## config.mk

```make
export PLATFORM = sky130hd
export DESIGN_NAME = imem_loader_flat
export DESIGN_NICKNAME = d
export VERILOG_FILES = /design/src/rtl/imem_loader_if.sv /design/src/rtl/imem_loader.sv /design/src/flat_wrapper.sv
export SDC_FILE = /design/constraint.sdc
export NUM_CORES = 1
export LEC_CHECK = 0
export ABC_AREA = 1
export ABC_CLOCK_PERIOD_IN_PS = 3950
export BUFFER_PORTS_ARGS = -buffer_cell sky130_fd_sc_hd__clkbuf_2
export CAP_MARGIN = 20
export CELL_PAD_IN_SITES_DETAIL_PLACEMENT = 0
export CELL_PAD_IN_SITES_GLOBAL_PLACEMENT = 1
export CORE_ASPECT_RATIO = 2
export CORE_MARGIN = 4
export CORE_UTILIZATION = 44
export DETAILED_ROUTE_END_ITERATION = 8
export PLACE_DENSITY_LB_ADDON = 0.12
export RECOVER_POWER = 50
export SETUP_SLACK_MARGIN = 0.1
export SYNTH_ARGS = -nofsm -noshare
export SYNTH_HDL_FRONTEND = slang
export SYNTH_SLANG_ARGS = --single-unit
```

## constraint.sdc

```tcl
create_clock -name clk -period 3.95 [get_ports clk]
set_input_delay 0 -clock clk [delete_from_list [all_inputs] [get_ports clk]]
set_output_delay 0 -clock clk [all_outputs]
set_load 0.01 [all_outputs]
```

## src/rtl/imem_loader_if.sv

```systemverilog
// Byte-stream and instruction-memory write bus of the instruction-memory loader.
// The master modport is the loader side; the slave modport is the stream source / memory side.
interface imem_loader_if #(
  parameter int ADDR_W = 8
);
  logic [7:0]        rx_data;
  logic              rx_valid;
  logic              rx_ready;
  logic              imem_we;
  logic [ADDR_W-1:0] imem_addr;
  logic [31:0]       imem_wdata;

  modport master (
    input  rx_data,
    input  rx_valid,
    output rx_ready,
    output imem_we,
    output imem_addr,
    output imem_wdata
  );

  modport slave (
    output rx_data,
    output rx_valid,
    input  rx_ready,
    input  imem_we,
    input  imem_addr,
    input  imem_wdata
  );
endinterface

```

## src/rtl/imem_loader.sv

```systemverilog
// Loads big-endian 32-bit words from a byte stream into instruction memory, holding the core in reset meanwhile.
// Optional trailer checksum byte is enabled by defining IMEM_LOADER_CHECKSUM_EN.
module imem_loader #(
  parameter int ADDR_W      = 8,
  parameter int BASE_ADDR   = 0,
  parameter int TIMEOUT_CYC = 100000
) (
  input  logic           clk,
  input  logic           reset,
  input  logic           load_req,
  imem_loader_if.master  bus,
  output logic           cpu_reset,
  output logic           load_done,
  output logic           load_err
);

  localparam int CW = ADDR_W + 1;
  localparam int TW = (TIMEOUT_CYC < 2) ? 1 : $clog2(TIMEOUT_CYC + 1);

  typedef enum logic [2:0] {
    ST_IDLE,
    ST_HDR,
    ST_DATA,
    ST_WRITE,
`ifdef IMEM_LOADER_CHECKSUM_EN
    ST_CKSUM,
`endif
    ST_DONE,
    ST_ERR
  } state_t;

  state_t            state_q, state_d;
  logic [CW-1:0]     cnt_q, cnt_d;
  logic [CW-1:0]     idx_q, idx_d;
  logic [1:0]        byte_q, byte_d;
  logic [31:0]       word_q, word_d;
  logic [TW-1:0]     timer_q, timer_d;
  logic [7:0]        csum_q, csum_d;
  logic              rx_ready_q, rx_ready_d;
  logic              imem_we_q, imem_we_d;
  logic [ADDR_W-1:0] imem_addr_q, imem_addr_d;
  logic [31:0]       imem_wdata_q, imem_wdata_d;
  logic              cpu_reset_q, cpu_reset_d;
  logic              load_done_q, load_done_d;
  logic              load_err_q, load_err_d;
  logic              accept_s;
  logic              listening_s;
  logic              timeout_s;

  assign accept_s  = bus.rx_valid & rx_ready_q;
  assign timeout_s = (timer_q == TW'(TIMEOUT_CYC - 1)) & ~accept_s;

  // Next-state, datapath and registered-output computation.
  always_comb begin
    state_d      = state_q;
    cnt_d        = cnt_q;
    idx_d        = idx_q;
    byte_d       = byte_q;
    word_d       = word_q;
    timer_d      = timer_q;
    csum_d       = csum_q;
    imem_addr_d  = imem_addr_q;
    imem_wdata_d = imem_wdata_q;
    listening_s  = 1'b0;

    case (state_q)
      ST_IDLE, ST_DONE, ST_ERR: begin
        if (load_req) begin
          state_d = ST_HDR;
          idx_d   = {CW{1'b0}};
          byte_d  = 2'd0;
          timer_d = {TW{1'b0}};
          csum_d  = 8'h00;
        end else begin
          state_d = state_q;
        end
      end
      ST_HDR: begin
        listening_s = 1'b1;
        if (accept_s) begin
          // A header of zero stands for a full memory image.
          cnt_d   = (bus.rx_data == 8'h00) ? (CW'(1) << ADDR_W) : CW'(bus.rx_data);
          csum_d  = csum_q ^ bus.rx_data;
          state_d = ST_DATA;
        end else if (timeout_s) begin
          state_d = ST_ERR;
        end else begin
          state_d = state_q;
        end
      end
      ST_DATA: begin
        listening_s = 1'b1;
        if (accept_s) begin
          word_d = {word_q[23:0], bus.rx_data};
          csum_d = csum_q ^ bus.rx_data;
          byte_d = byte_q + 2'd1;
          if (byte_q == 2'd3) begin
            state_d      = ST_WRITE;
            imem_addr_d  = ADDR_W'(BASE_ADDR) + idx_q[ADDR_W-1:0];
            imem_wdata_d = {word_q[23:0], bus.rx_data};
          end else begin
            state_d = ST_DATA;
          end
        end else if (timeout_s) begin
          state_d = ST_ERR;
        end else begin
          state_d = state_q;
        end
      end
      ST_WRITE: begin
        idx_d = idx_q + CW'(1);
        if ((idx_q + CW'(1)) == cnt_q) begin
`ifdef IMEM_LOADER_CHECKSUM_EN
          state_d = ST_CKSUM;
`else
          state_d = ST_DONE;
`endif
        end else begin
          state_d = ST_DATA;
        end
      end
`ifdef IMEM_LOADER_CHECKSUM_EN
      ST_CKSUM: begin
        listening_s = 1'b1;
        if (accept_s) begin
          state_d = (bus.rx_data == csum_q) ? ST_DONE : ST_ERR;
        end else if (timeout_s) begin
          state_d = ST_ERR;
        end else begin
          state_d = state_q;
        end
      end
`endif
      default: begin
        state_d = ST_IDLE;
      end
    endcase

    // Idle-gap timer runs only while waiting on the stream.
    if (listening_s) begin
      if (accept_s) begin
        timer_d = {TW{1'b0}};
      end else begin
        timer_d = timer_q + TW'(1);
      end
    end else begin
      timer_d = timer_d;
    end

    rx_ready_d  = (state_d == ST_HDR) || (state_d == ST_DATA)
`ifdef IMEM_LOADER_CHECKSUM_EN
                  || (state_d == ST_CKSUM)
`endif
                  ;
    imem_we_d   = (state_d == ST_WRITE);
    cpu_reset_d = (state_d != ST_DONE);
    load_done_d = (state_d == ST_DONE);
    load_err_d  = (state_d == ST_ERR);
  end

  // State and output registers.
  always_ff @(posedge clk or posedge reset) begin
    if (reset) begin
      state_q      <= ST_IDLE;
      cnt_q        <= {CW{1'b0}};
      idx_q        <= {CW{1'b0}};
      byte_q       <= 2'd0;
      word_q       <= 32'h0000_0000;
      timer_q      <= {TW{1'b0}};
      csum_q       <= 8'h00;
      rx_ready_q   <= 1'b0;
      imem_we_q    <= 1'b0;
      imem_addr_q  <= ADDR_W'(BASE_ADDR);
      imem_wdata_q <= 32'h0000_0000;
      cpu_reset_q  <= 1'b1;
      load_done_q  <= 1'b0;
      load_err_q   <= 1'b0;
    end else begin
      state_q      <= state_d;
      cnt_q        <= cnt_d;
      idx_q        <= idx_d;
      byte_q       <= byte_d;
      word_q       <= word_d;
      timer_q      <= timer_d;
      csum_q       <= csum_d;
      rx_ready_q   <= rx_ready_d;
      imem_we_q    <= imem_we_d;
      imem_addr_q  <= imem_addr_d;
      imem_wdata_q <= imem_wdata_d;
      cpu_reset_q  <= cpu_reset_d;
      load_done_q  <= load_done_d;
      load_err_q   <= load_err_d;
    end
  end

  assign bus.rx_ready   = rx_ready_q;
  assign bus.imem_we    = imem_we_q;
  assign bus.imem_addr  = imem_addr_q;
  assign bus.imem_wdata = imem_wdata_q;
  assign cpu_reset      = cpu_reset_q;
  assign load_done      = load_done_q;
  assign load_err       = load_err_q;

endmodule

```

## src/flat_wrapper.sv

```systemverilog
// flat-port wrapper written by rule: the top's interface ports become plain ports
module imem_loader_flat 
#(
  parameter int ADDR_W      = 8,
  parameter int BASE_ADDR   = 0,
  parameter int TIMEOUT_CYC = 100000
)
  (clk, reset, load_req, cpu_reset, load_done, load_err, bus_rx_data, bus_rx_valid, bus_rx_ready, bus_imem_we, bus_imem_addr, bus_imem_wdata);
  imem_loader_if #(.ADDR_W(ADDR_W)) bus_i ();
  input  logic clk;
  input  logic reset;
  input  logic load_req;
  output logic cpu_reset;
  output logic load_done;
  output logic load_err;
  input wire logic [$bits(bus_i.rx_data)-1:0] bus_rx_data;
  input wire logic [$bits(bus_i.rx_valid)-1:0] bus_rx_valid;
  output wire logic [$bits(bus_i.rx_ready)-1:0] bus_rx_ready;
  output wire logic [$bits(bus_i.imem_we)-1:0] bus_imem_we;
  output wire logic [$bits(bus_i.imem_addr)-1:0] bus_imem_addr;
  output wire logic [$bits(bus_i.imem_wdata)-1:0] bus_imem_wdata;
  assign bus_i.rx_data = bus_rx_data;
  assign bus_i.rx_valid = bus_rx_valid;
  assign bus_rx_ready = bus_i.rx_ready;
  assign bus_imem_we = bus_i.imem_we;
  assign bus_imem_addr = bus_i.imem_addr;
  assign bus_imem_wdata = bus_i.imem_wdata;
  imem_loader #(.ADDR_W(ADDR_W), .BASE_ADDR(BASE_ADDR), .TIMEOUT_CYC(TIMEOUT_CYC)) u_core (.clk(clk), .reset(reset), .load_req(load_req), .bus(bus_i), .cpu_reset(cpu_reset), .load_done(load_done), .load_err(load_err));
endmodule
```

==> impl_metrics.env, run 1 <==
export IMPL_status="complete, but fails checks"
export IMPL_violations="capacitance limit, slew limit"
export IMPL_p_per_area_nw_per_um2=646
export IMPL_max_slew_margin_pct=-35.1
export IMPL_routed_wl_um=11200
export IMPL_grt_max_degree=46
export IMPL_clk_latency_ns=0.35
export IMPL_setup_worst_path_start_class="input port"
export IMPL_crit_fanout=39
export IMPL_coreArea_um2=10600
export IMPL_synthAdderAreaFrac_pct=0.784
export IMPL_clockPowerShare_pct=26.3
export IMPL_leakagePower_nw=2.60
export IMPL_clock_sinks=109
export IMPL_dpl_hpwl_um=8390
export IMPL_yosysUniqueCellTypes=31
export IMPL_fmax_mhz=356
export IMPL_cts_tree="yes"
export IMPL_final_cell_mix="174 x nand2_1, 108 x dfrtp_1, 74 x o21ai_0"
export IMPL_critPathBufInv=4
export IMPL_post_route_period_util_pct=71.1
export IMPL_grt_pass1_wl_um=19000
export IMPL_synth_top_family_by_area="simple AND/OR/NAND/NOR gates"
export IMPL_seqPwrFrac_pct=45.5
export IMPL_rsz0062_at_grt="false"
export IMPL_crit_slowest_cell="clkbuf_1"
export IMPL_maxCapViolCount=1
export IMPL_fin_ws_ns=1.14
export IMPL_crit_type="in -> async"
export IMPL_cp_required_ns=4.01
export IMPL_avgViaCountPerCell=5.00
export IMPL_layout_drive_gt1_share_pct=9.03
export IMPL_dp_slack_ns=1.29
export IMPL_antenna_found_initial=0
export IMPL_hold_depth=4
export IMPL_synth_edf_count=0
export IMPL_dieWidth_um=81.8
export IMPL_internal_power_mw=2.27
export IMPL_drcViolationCount=0
export IMPL_fill_cells=1059
export IMPL_root_buffer="clkbuf_16"
export IMPL_drtIter0Drc=159
export IMPL_place_congestion=0.825
export IMPL_synth_simple_area_share_pct=24.5
export IMPL_overflow=0
export IMPL_cp_top_family="buffers and inverters"
export IMPL_synth_seq_area_share_pct=57.0
export IMPL_synth_mux_area_share_pct=0
export IMPL_cp_arrival_ns=2.86
export IMPL_swShare_pct=36.5
export IMPL_tns_ns=0
export IMPL_die_area_um2=12700
export IMPL_crit_path_end_kind="asynchronous set/reset pin"
export IMPL_num_vias=3841
export IMPL_area_growth_pct=15.7
export IMPL_wl_per_cell_um=14.5
export IMPL_p_sw_mw=1.31
export IMPL_hp_class="in -> reg"
export IMPL_grt_pass1_vias=3927
export IMPL_h_tree_depth=3
export IMPL_drtPass1Iterations=4
export IMPL_grt_usage_pct=19.3
export IMPL_ys_ff_latch=109
export IMPL_boundaryPins=57
export IMPL_finalPower_mw=3.58
export IMPL_placementRows=53
export IMPL_crit_cells=4
export IMPL_postSynthCellCount=562
export IMPL_ys_flop_type="dfrtp_1"
export IMPL_finClkSkew_ns=0.00842
export IMPL_synth_xor_area_share_pct=1.65
export IMPL_netlist_area_um2=4790
export IMPL_synthesis_nets=577
export IMPL_layout_commonest_cell="nand2_1"
export IMPL_syn_avg_cell_area_um2=8.52
export IMPL_drv_slew=40
export IMPL_r2r_cells=7
export IMPL_path_cells="dlygate4sd3_1, clkbuf_2, clkinvlp_2, clkbuf_1"
export IMPL_start_util_pct=45.1
export IMPL_hold_ws_ns=0.139
export IMPL_ir_drop_mv=0.460
export IMPL_place_port_buffers=56
export IMPL_postPlaceCellArea_um2=5200
export IMPL_finalHoldViolCount=0
export IMPL_synth_compound_area_share_pct=9.80
export IMPL_clkTransAtPathRegs_ns=0.07
export IMPL_dieHeight_um=156
export IMPL_antenna_left=0
export IMPL_tightest_slew_ns=2.03
export IMPL_p_comb_share_pct=28.1
export IMPL_slowest_delay_ns=1.52
export IMPL_cts_path_max_buffers=2
export IMPL_finalCriticalPeriod_ns=2.81
export IMPL_finalSetupViolCount=0
export IMPL_antenna_diode_count=0
export IMPL_final_area_um2=5540
export IMPL_cts_made_buffers=9
export IMPL_final_nets=641
export IMPL_async_flop_share_pct=100
export IMPL_yosys_warnings=0
## power groups by stage
stage / clock network (mW) / registers [mW] / logic [mW]
floorplan: 0 / 1.66 / 0.658
global placement: 0 / 1.64 / 1.04
detailed placement: 0 / 1.65 / 1.05
CTS: 0.973 / 1.63 / 1.07
global route: 1.01 / 1.67 / 1.16
finish: 0.942 / 1.63 / 1.01
## area by class of cell
class	count	area (µm²)	share of cell area, %
Clock buffer	9	225	4.07
Clock inverter	7	87.6	1.58
Inverter	62	234	4.22
Multi-Input combinational cell	376	1760	31.8
Sequential cell	109	2730	49.3
Tap cell	137	171	3.09
Timing Repair Buffer	68	330	5.96
## Yosys cell counts (7+ instances only)
library cell | number | share of area [%]
o21ai_0 | 74 | 7.7
nor2_1 | 36 | 2.8
dfrtp_1 | 108 | 56
o22ai_1 | 7 | 0.91
xor2_1 | 7 | 1.3
nand2_2 | 9 | 1.2
nand3_1 | 35 | 3.7
clkbuf_1 | 8 | 0.63
inv_1 | 56 | 4.4
nand2_1 | 175 | 14
## final timing paths
check	start	end	slack (ns)
worst max register to register	u_core.state_q[0]$_DFF_PP0_	u_core.bus.imem_wdata[6]$_DFFE_PP0P_	1.37
worst max-delay path	reset	u_core.idx_q[6]$_DFFE_PP0P_	1.14
max in group clk	u_core.state_q[0]$_DFF_PP0_	u_core.bus.imem_wdata[6]$_DFFE_PP0P_	1.37
min in group asynchronous	reset	u_core.word_q[19]$_DFFE_PP0P_	0.41
worst min-delay path	load_req	u_core.byte_q[1]$_DFFE_PP0P_	0.14
worst min register to register	u_core.word_q[17]$_DFFE_PP0P_	u_core.bus.imem_wdata[25]$_DFFE_PP0P_	0.48
## through the flow
stage                     utilization (%)  cells
after floorplan                         -    562
after global placement               49.0    743
after detailed placement             49.0    743
after CTS                            52.8    768
after global routing                 52.2    768
final                                52.2    768
## flip-flops by register name (all words and copies together) (netlist names)
| name | count |
|---|---|
| u_core.load_done | 1 |
| u_core.idx_q | 9 |
| u_core.cnt_q | 9 |
| u_core.word_q | 24 |
| u_core.state_q | 3 |
| u_core.cpu_reset | 1 |
| u_core.bus.rx_ready | 1 |
| u_core.bus.imem_wdata | 32 |
| u_core.bus.imem_addr | 8 |
| u_core.timer_q | 17 |
| u_core.byte_q | 2 |
| u_core.load_err | 1 |
| u_core.bus.imem_we | 1 |
## metal layers
metal	up-vias	global-route usage, %	wire [µm]
met5	-	0	0
met1	1847	22.6	4470
met2	55	34.7	6220
met4	0	6.89	211
li1	1924	-	-
met3	15	2.90	268
## repair_timing
| item | in CTS | in global routing |
|---|---|---|
| setup endpoints to repair | 0 | 0 |
| resized for setup | 0 | 0 |
| setup buffers | 0 | 0 |
| endpoints found under the hold margin | 49 | 0 |
| hold buffers | 9 | 0 |
## tightest hold or removal path: stages
cell      delay (ns)
clkbuf_2        0.10
nand2_1         0.16
nand3_1         0.13
nand2_1         0.06
## cell families after synthesis
family / Yosys count
and+or+nand+nor: 275
DFF: 109
AOI/OAI and AO/OA: 89
buffers and inverters: 77
xor gates and xnor gates: 9
adders and majority gates: 3
(Power assumes the default switching activity.)
==> inputs of run 2 (changes only) <==
- ABC_AREA: 1 -> 0
- ABC_CLOCK_PERIOD_IN_PS: 3950 -> 2500
- CORE_UTILIZATION: 44 -> 40
- clock period: 3.95 -> 2.5 ns (I/O delays scaled with it)
==> impl_metrics.env, run 2 <==
export IMPL_post_route_period_util_pct=87.3
export IMPL_clk_latency_ns=0.35
export IMPL_wl_per_cell_um=15.2
export IMPL_placementRows=56
export IMPL_fmax_mhz=458
export IMPL_finClkSkew_ns=0.00702
export IMPL_drv_slew=0
export IMPL_routed_wl_um=11200
export IMPL_grt_usage_pct=17.5
export IMPL_syn_avg_cell_area_um2=9.07
export IMPL_hp_class="in -> reg"
export IMPL_clkTransAtPathRegs_ns=0.07
export IMPL_tns_ns=0
export IMPL_finalSetupViolCount=0
export IMPL_fill_cells=1198
export IMPL_synth_most_common_cell="nand2_1"
export IMPL_p_per_area_nw_per_um2=1000
export IMPL_grt_pass1_wl_um=19300
export IMPL_multiInputGateArea_um2=1960
export IMPL_seqPwrFrac_pct=47.5
export IMPL_dpl_hpwl_um=7890
export IMPL_critPathBufInv=0
export IMPL_final_core_util_pct=47.2
export IMPL_synth_edf_count=0
export IMPL_final_cell_mix="217 x nand2_1, 107 x dfrtp_1, 46 x clkbuf_1"
export IMPL_rsz0062_at_grt="false"
export IMPL_antenna_left=0
export IMPL_drcViolationCount=0
export IMPL_crit_cells=7
export IMPL_cts_path_max_buffers=2
export IMPL_grt_max_degree=51
export IMPL_largest_reg_flops=32
export IMPL_cp_required_ns=2.74
export IMPL_area_growth_pct=15.5
export IMPL_max_slew_margin_pct=3.13
export IMPL_coreArea_um2=11800
export IMPL_place_port_buffers=56
export IMPL_grt_pass1_vias=3868
export IMPL_async_flop_share_pct=100
export IMPL_synth_seq_area_share_pct=56.7
export IMPL_boundaryPins=57
export IMPL_layout_commonest_cell="nand2_1"
export IMPL_overflow=0
export IMPL_maxCapViolCount=0
export IMPL_tightest_slew_ns=1.45
export IMPL_setup_worst_path_start_class="register"
export IMPL_ff_latch_area_um2=2730
export IMPL_crit_path_end_kind="register"
export IMPL_dieHeight_um=163
export IMPL_finalCriticalPeriod_ns=2.18
export IMPL_yosys_area_top_type="dfrtp_1"
export IMPL_postSynthCellCount=531
export IMPL_ir_drop_mv=0.548
export IMPL_num_vias=3751
export IMPL_place_congestion=0.849
export IMPL_netlist_area_um2=4810
export IMPL_p_comb_share_pct=28.2
export IMPL_final_nets=605
export IMPL_cts_made_buffers=9
export IMPL_layout_drive_gt1_share_pct=9.41
export IMPL_swShare_pct=35.5
export IMPL_cp_top_family="simple AND/OR/NAND/NOR gates"
export IMPL_internal_power_mw=3.59
export IMPL_antenna_diode_count=0
export IMPL_synth_common_cells="217 x nand2_1, 108 x dfrtp_1, 33 x o21ai_0"
export IMPL_ys_ff_latch=109
export IMPL_r2r_cells=7
export IMPL_yosysUniqueCellTypes=49
export IMPL_root_buffer="clkbuf_16"
export IMPL_clockPowerShare_pct=24.4
export IMPL_clock_sinks=109
export IMPL_synth_top_area_share_pct=56.1
export IMPL_h_tree_depth=3
export IMPL_hold_depth=3
export IMPL_slowest_delay_ns=0.42
export IMPL_start_util_pct=40.9
export IMPL_drtPass1Iterations=4
export IMPL_antenna_found_initial=0
export IMPL_crit_type="reg -> reg"
export IMPL_crit_fanout=7
export IMPL_yosys_warnings=0
export IMPL_ys_flop_type="dfrtp_1"
export IMPL_synthesis_nets=546
export IMPL_status="finished, final reports clean"
export IMPL_synth_area_leaders="dfrtp_1 56%, nand2_1 17%, o21ai_0 3.4%"
export IMPL_dieWidth_um=85.6
export IMPL_avgViaCountPerCell=5.07
export IMPL_cp_arrival_ns=2.42
export IMPL_crit_slowest_cell="dfrtp_2"
export IMPL_cts_tree="yes"
export IMPL_die_area_um2=14000
export IMPL_finalHoldViolCount=0
export IMPL_p_sw_mw=1.98
export IMPL_leakagePower_nw=2.70
export IMPL_path_cells="ha_2, nand3_2, or3_1, nand4_1, nor4b_2, a211o_1, a2111oi_2"
export IMPL_drtIter0Drc=161
[run 2: logic make-up (layout without fill, tap and decap cells)]
| logic type | count (synthesis) | count (layout) | synth area share (%) |
|---|---|---|---|
| compound gates | 68 | 68 | 8.81 |
| flops | 109 | 109 | 56.7 |
| xor+xnor | 14 | 14 | 2.55 |
| buf+inv | 33 | 97 | 2.94 |
| simple gates | 296 | 296 | 26.4 |
| mux | 8 | 8 | 1.85 |
| fa+ha+maj | 3 | 3 | 0.780 |
[run 2: what timing repair did]
action,CTS,global route
hold buffers,9,0
buffers inserted,0,0
gates resized for setup,0,4
hold endpoints to repair,57,0
endpoints found under the setup margin,0,4
[run 2: path summary, 6_finish.rpt]
kind                                                from                               endpoint  slack, ns
max                          u_core.idx_q[0]$_DFFE_PP0P_          u_core.bus.rx_ready$_DFF_PP0_       0.32
min                                             load_req          u_core.bus.rx_ready$_DFF_PP0_       0.05
max reg2reg                  u_core.idx_q[0]$_DFFE_PP0P_          u_core.bus.rx_ready$_DFF_PP0_       0.32
min reg2reg                u_core.word_q[23]$_DFFE_PP0P_  u_core.bus.imem_wdata[31]$_DFFE_PP0P_       0.47
max in group asynchronous                          reset            u_core.idx_q[6]$_DFFE_PP0P_       0.64
min in group asynchronous                          reset  u_core.bus.imem_wdata[27]$_DFFE_PP0P_       0.50
[run 2: final cells by class]
| class | count | area share [%] |
|---|---|---|
| clock inverter | 6 | 0.788 |
| clock buffer | 10 | 4.30 |
| timing repair buffer | 74 | 6.80 |
| tap | 145 | 3.26 |
| sequential | 109 | 49.1 |
| inverter | 7 | 0.495 |
| multi-input combinational | 389 | 35.3 |
[run 2: routing by layer]
| layer | global-route usage (%) | wire [µm] | vias to the layer above |
|---|---|---|---|
| met5 | 0 | 0 | - |
| li1 | - | - | 1868 |
| met3 | 3.28 | 347 | 16 |
| met4 | 6.99 | 333 | 0 |
| met1 | 20.3 | 4510 | 1805 |
| met2 | 31.2 | 6020 | 62 |
[run 2: worst register-to-register path: stages, from the launching register on]
cell and delay [ns]:
dfrtp_2 0.42, ha_2 0.25, nand3_2 0.14, or3_1 0.40, nand4_1 0.12, nor4b_2 0.07, a211o_1 0.36, a2111oi_2 0.30
[run 2: metrics by stage]
| stage | hold slack, ns | instances | worst slack, ns | cell area (µm²) | power (mW) |
|---|---|---|---|---|---|
| CTS | 0.0406 | 740 | 0.222 | 5620 | 5.70 |
| finish | 0.0450 | 740 | 0.318 | 5560 | 5.57 |
| floorplan | 0.105 | 531 | 0.476 | 4820 | 3.71 |
| global route | 0.104 | 740 | 0.111 | 5560 | 6.01 |
| global placement | 0.143 | 715 | 0.338 | 5250 | 4.25 |
| detailed placement | 0.159 | 715 | 0.243 | 5250 | 4.30 |
[run 2: power groups by stage]
stage               Combinational [mW]  Clock (mW)  Sequential [mW]
CTS                               1.63        1.42             2.65
global placement                  1.58           0             2.67
finish                            1.57        1.36             2.65
detailed placement                1.61           0             2.68
global route                      1.80        1.50             2.71
floorplan                         1.08           0             2.63
==> inputs of run 3 (changes only) <==
- CORE_UTILIZATION: 40 -> 25
- TNS_END_PERCENT: not set -> 1
==> impl_metrics.env, run 3 (synthesis results as in run 2) <==
export IMPL_largest_reg_flops=32
export IMPL_dieWidth_um=106
export IMPL_coreArea_um2=18900
export IMPL_finClkSkew_ns=0.0101
export IMPL_layout_drive_gt1_share_pct=9.36
export IMPL_overflow=0
export IMPL_post_route_period_util_pct=90.9
export IMPL_crit_type="reg -> reg"
export IMPL_antenna_left=0
export IMPL_clk_latency_ns=0.35
export IMPL_finalPower_mw=5.74
export IMPL_drtPass1Iterations=4
export IMPL_place_congestion=0.764
export IMPL_boundaryPins=57
export IMPL_cts_path_max_buffers=2
export IMPL_max_slew_margin_pct=8.38
export IMPL_place_port_buffers=56
export IMPL_crit_fanout=7
export IMPL_root_buffer="clkbuf_16"
export IMPL_setup_worst_path_start_class="register"
export IMPL_post_cts_buffers=0
export IMPL_area_growth_pct=19.1
export IMPL_final_nets=608
export IMPL_finalSetupViolCount=0
export IMPL_cts_made_buffers=9
export IMPL_drtIter0Drc=122
export IMPL_die_area_um2=21700
export IMPL_h_tree_depth=3
export IMPL_drcViolationCount=0
export IMPL_tns_ns=0
export IMPL_clock_sinks=109
export IMPL_cts_tree="yes"
export IMPL_finalHoldViolCount=0
export IMPL_antenna_found_initial=0
export IMPL_ff_latch_area_um2=2730
export IMPL_clkTransAtPathRegs_ns=0.07
export IMPL_grt_pass1_wl_um=21700
export IMPL_status="finished, final reports clean"
export IMPL_fill_cells=2073
export IMPL_num_vias=3859
export IMPL_p_per_area_nw_per_um2=1000
export IMPL_maxCapViolCount=0
export IMPL_finalCriticalPeriod_ns=2.27
export IMPL_rsz0062_at_grt="false"
export IMPL_dieHeight_um=204
export IMPL_dpl_hpwl_um=9180
export IMPL_final_cell_mix="217 x nand2_1, 108 x dfrtp_1, 46 x clkbuf_1"
export IMPL_routed_wl_um=13200
export IMPL_placementRows=71
export IMPL_hp_class="in -> reg"
export IMPL_fmax_mhz=440
export IMPL_ir_drop_mv=0.381
export IMPL_leakagePower_nw=2.72
export IMPL_cp_required_ns=2.78
export IMPL_crit_path_end_kind="register"
export IMPL_multiInputGateArea_um2=1950
export IMPL_grt_max_degree=46
export IMPL_grt_usage_pct=12.8
export IMPL_drv_slew=0
export IMPL_wl_per_cell_um=15.4
export IMPL_tightest_slew_ns=1.37
export IMPL_grt_pass1_vias=3992
export IMPL_start_util_pct=25.4
export IMPL_cp_arrival_ns=2.55
export IMPL_layout_commonest_cell="nand2_1"
export IMPL_antenna_diode_count=0
export IMPL_avgViaCountPerCell=4.52
[run 3: cell type report]
type                    instances  share of cell area (%)
flip-flops and latches        109                    47.6
multi-input cells             389                    34.0
repair buffers                 77                    6.98
well taps                     255                    5.56
clock buffers                  11                    4.41
clock inverters                 5                    1.03
inverters                       7                   0.480
[run 3: path summary, 6_finish.rpt]
kind | endpoint | from | depth (start not counted) | slack, ns
max | u_core.load_done$_DFF_PP0_ | u_core.idx_q[0]$_DFFE_PP0P_ | 7 | 0.23
min | u_core.bus.rx_ready$_DFF_PP0_ | load_req | 3 | 0.04
max reg2reg | u_core.load_done$_DFF_PP0_ | u_core.idx_q[0]$_DFFE_PP0P_ | 7 | 0.23
min reg2reg | u_core.bus.imem_wdata[4]$_DFFE_PP0P_ | u_core.bus.imem_wdata[4]$_DFFE_PP0P_ | 2 | 0.47
max in group asynchronous | u_core.idx_q[0]$_DFFE_PP0P_ | reset | 4 | 0.68
min in group asynchronous | u_core.word_q[14]$_DFFE_PP0P_ | reset | 3 | 0.48
[run 3: layer usage]
metal / track usage [%] / vias up / part of all wire [%]
li1: - / 1879 / -
met2: 23.5 / 64 / 55
met4: 5.00 / 0 / 1.6
met3: 2.12 / 8 / 3.0
met5: 0 / - / 0
met1: 14.6 / 1908 / 40
[run 3: critical path, stage by stage, from the launching register on]
cell	delay [ns]
dfrtp_1	0.47
ha_2	0.28
nand3_2	0.14
nor2_1	0.28
a2bb2oi_1	0.12
nor4b_1	0.48
a211o_1	0.29
nor2b_1	0.15
[run 3: per-stage QoR]
step | cells | instance area (µm²) | setup slack (ns) | util (%) | hold WS, ns
6_report | 853 | 5730 | 0.228 | 30.3 | 0.0412
5_1_grt | 853 | 5730 | 0.106 | 30.3 | 0.0656
4_1_cts | 853 | 5810 | 0.199 | 30.7 | 0.0375
3_5_place_dp | 828 | 5410 | 0.220 | 28.6 | 0.159
3_3_place_gp | 828 | 5410 | 0.303 | 28.6 | 0.146
2_1_floorplan | 531 | 4820 | 0.476 | - | 0.105
[run 3: where the power goes]
part / leakage [nW] / switching (mW) / internal, mW / total [mW]
clock: 0.148 / 0.673 / 0.833 / 1.51
sequential: 1.46 / 0.391 / 2.25 / 2.64
combinational: 1.11 / 0.960 / 0.636 / 1.60
total: 2.72 / 2.02 / 3.72 / 5.74
[run 3: what timing repair did]
| action | 4_1_cts | 5_1_grt |
|---|---|---|
| hold endpoints to repair | 51 | 0 |
| hold buffers | 9 | 0 |
| resized for setup | 0 | 1 |
| setup endpoints to repair | 0 | 3 |
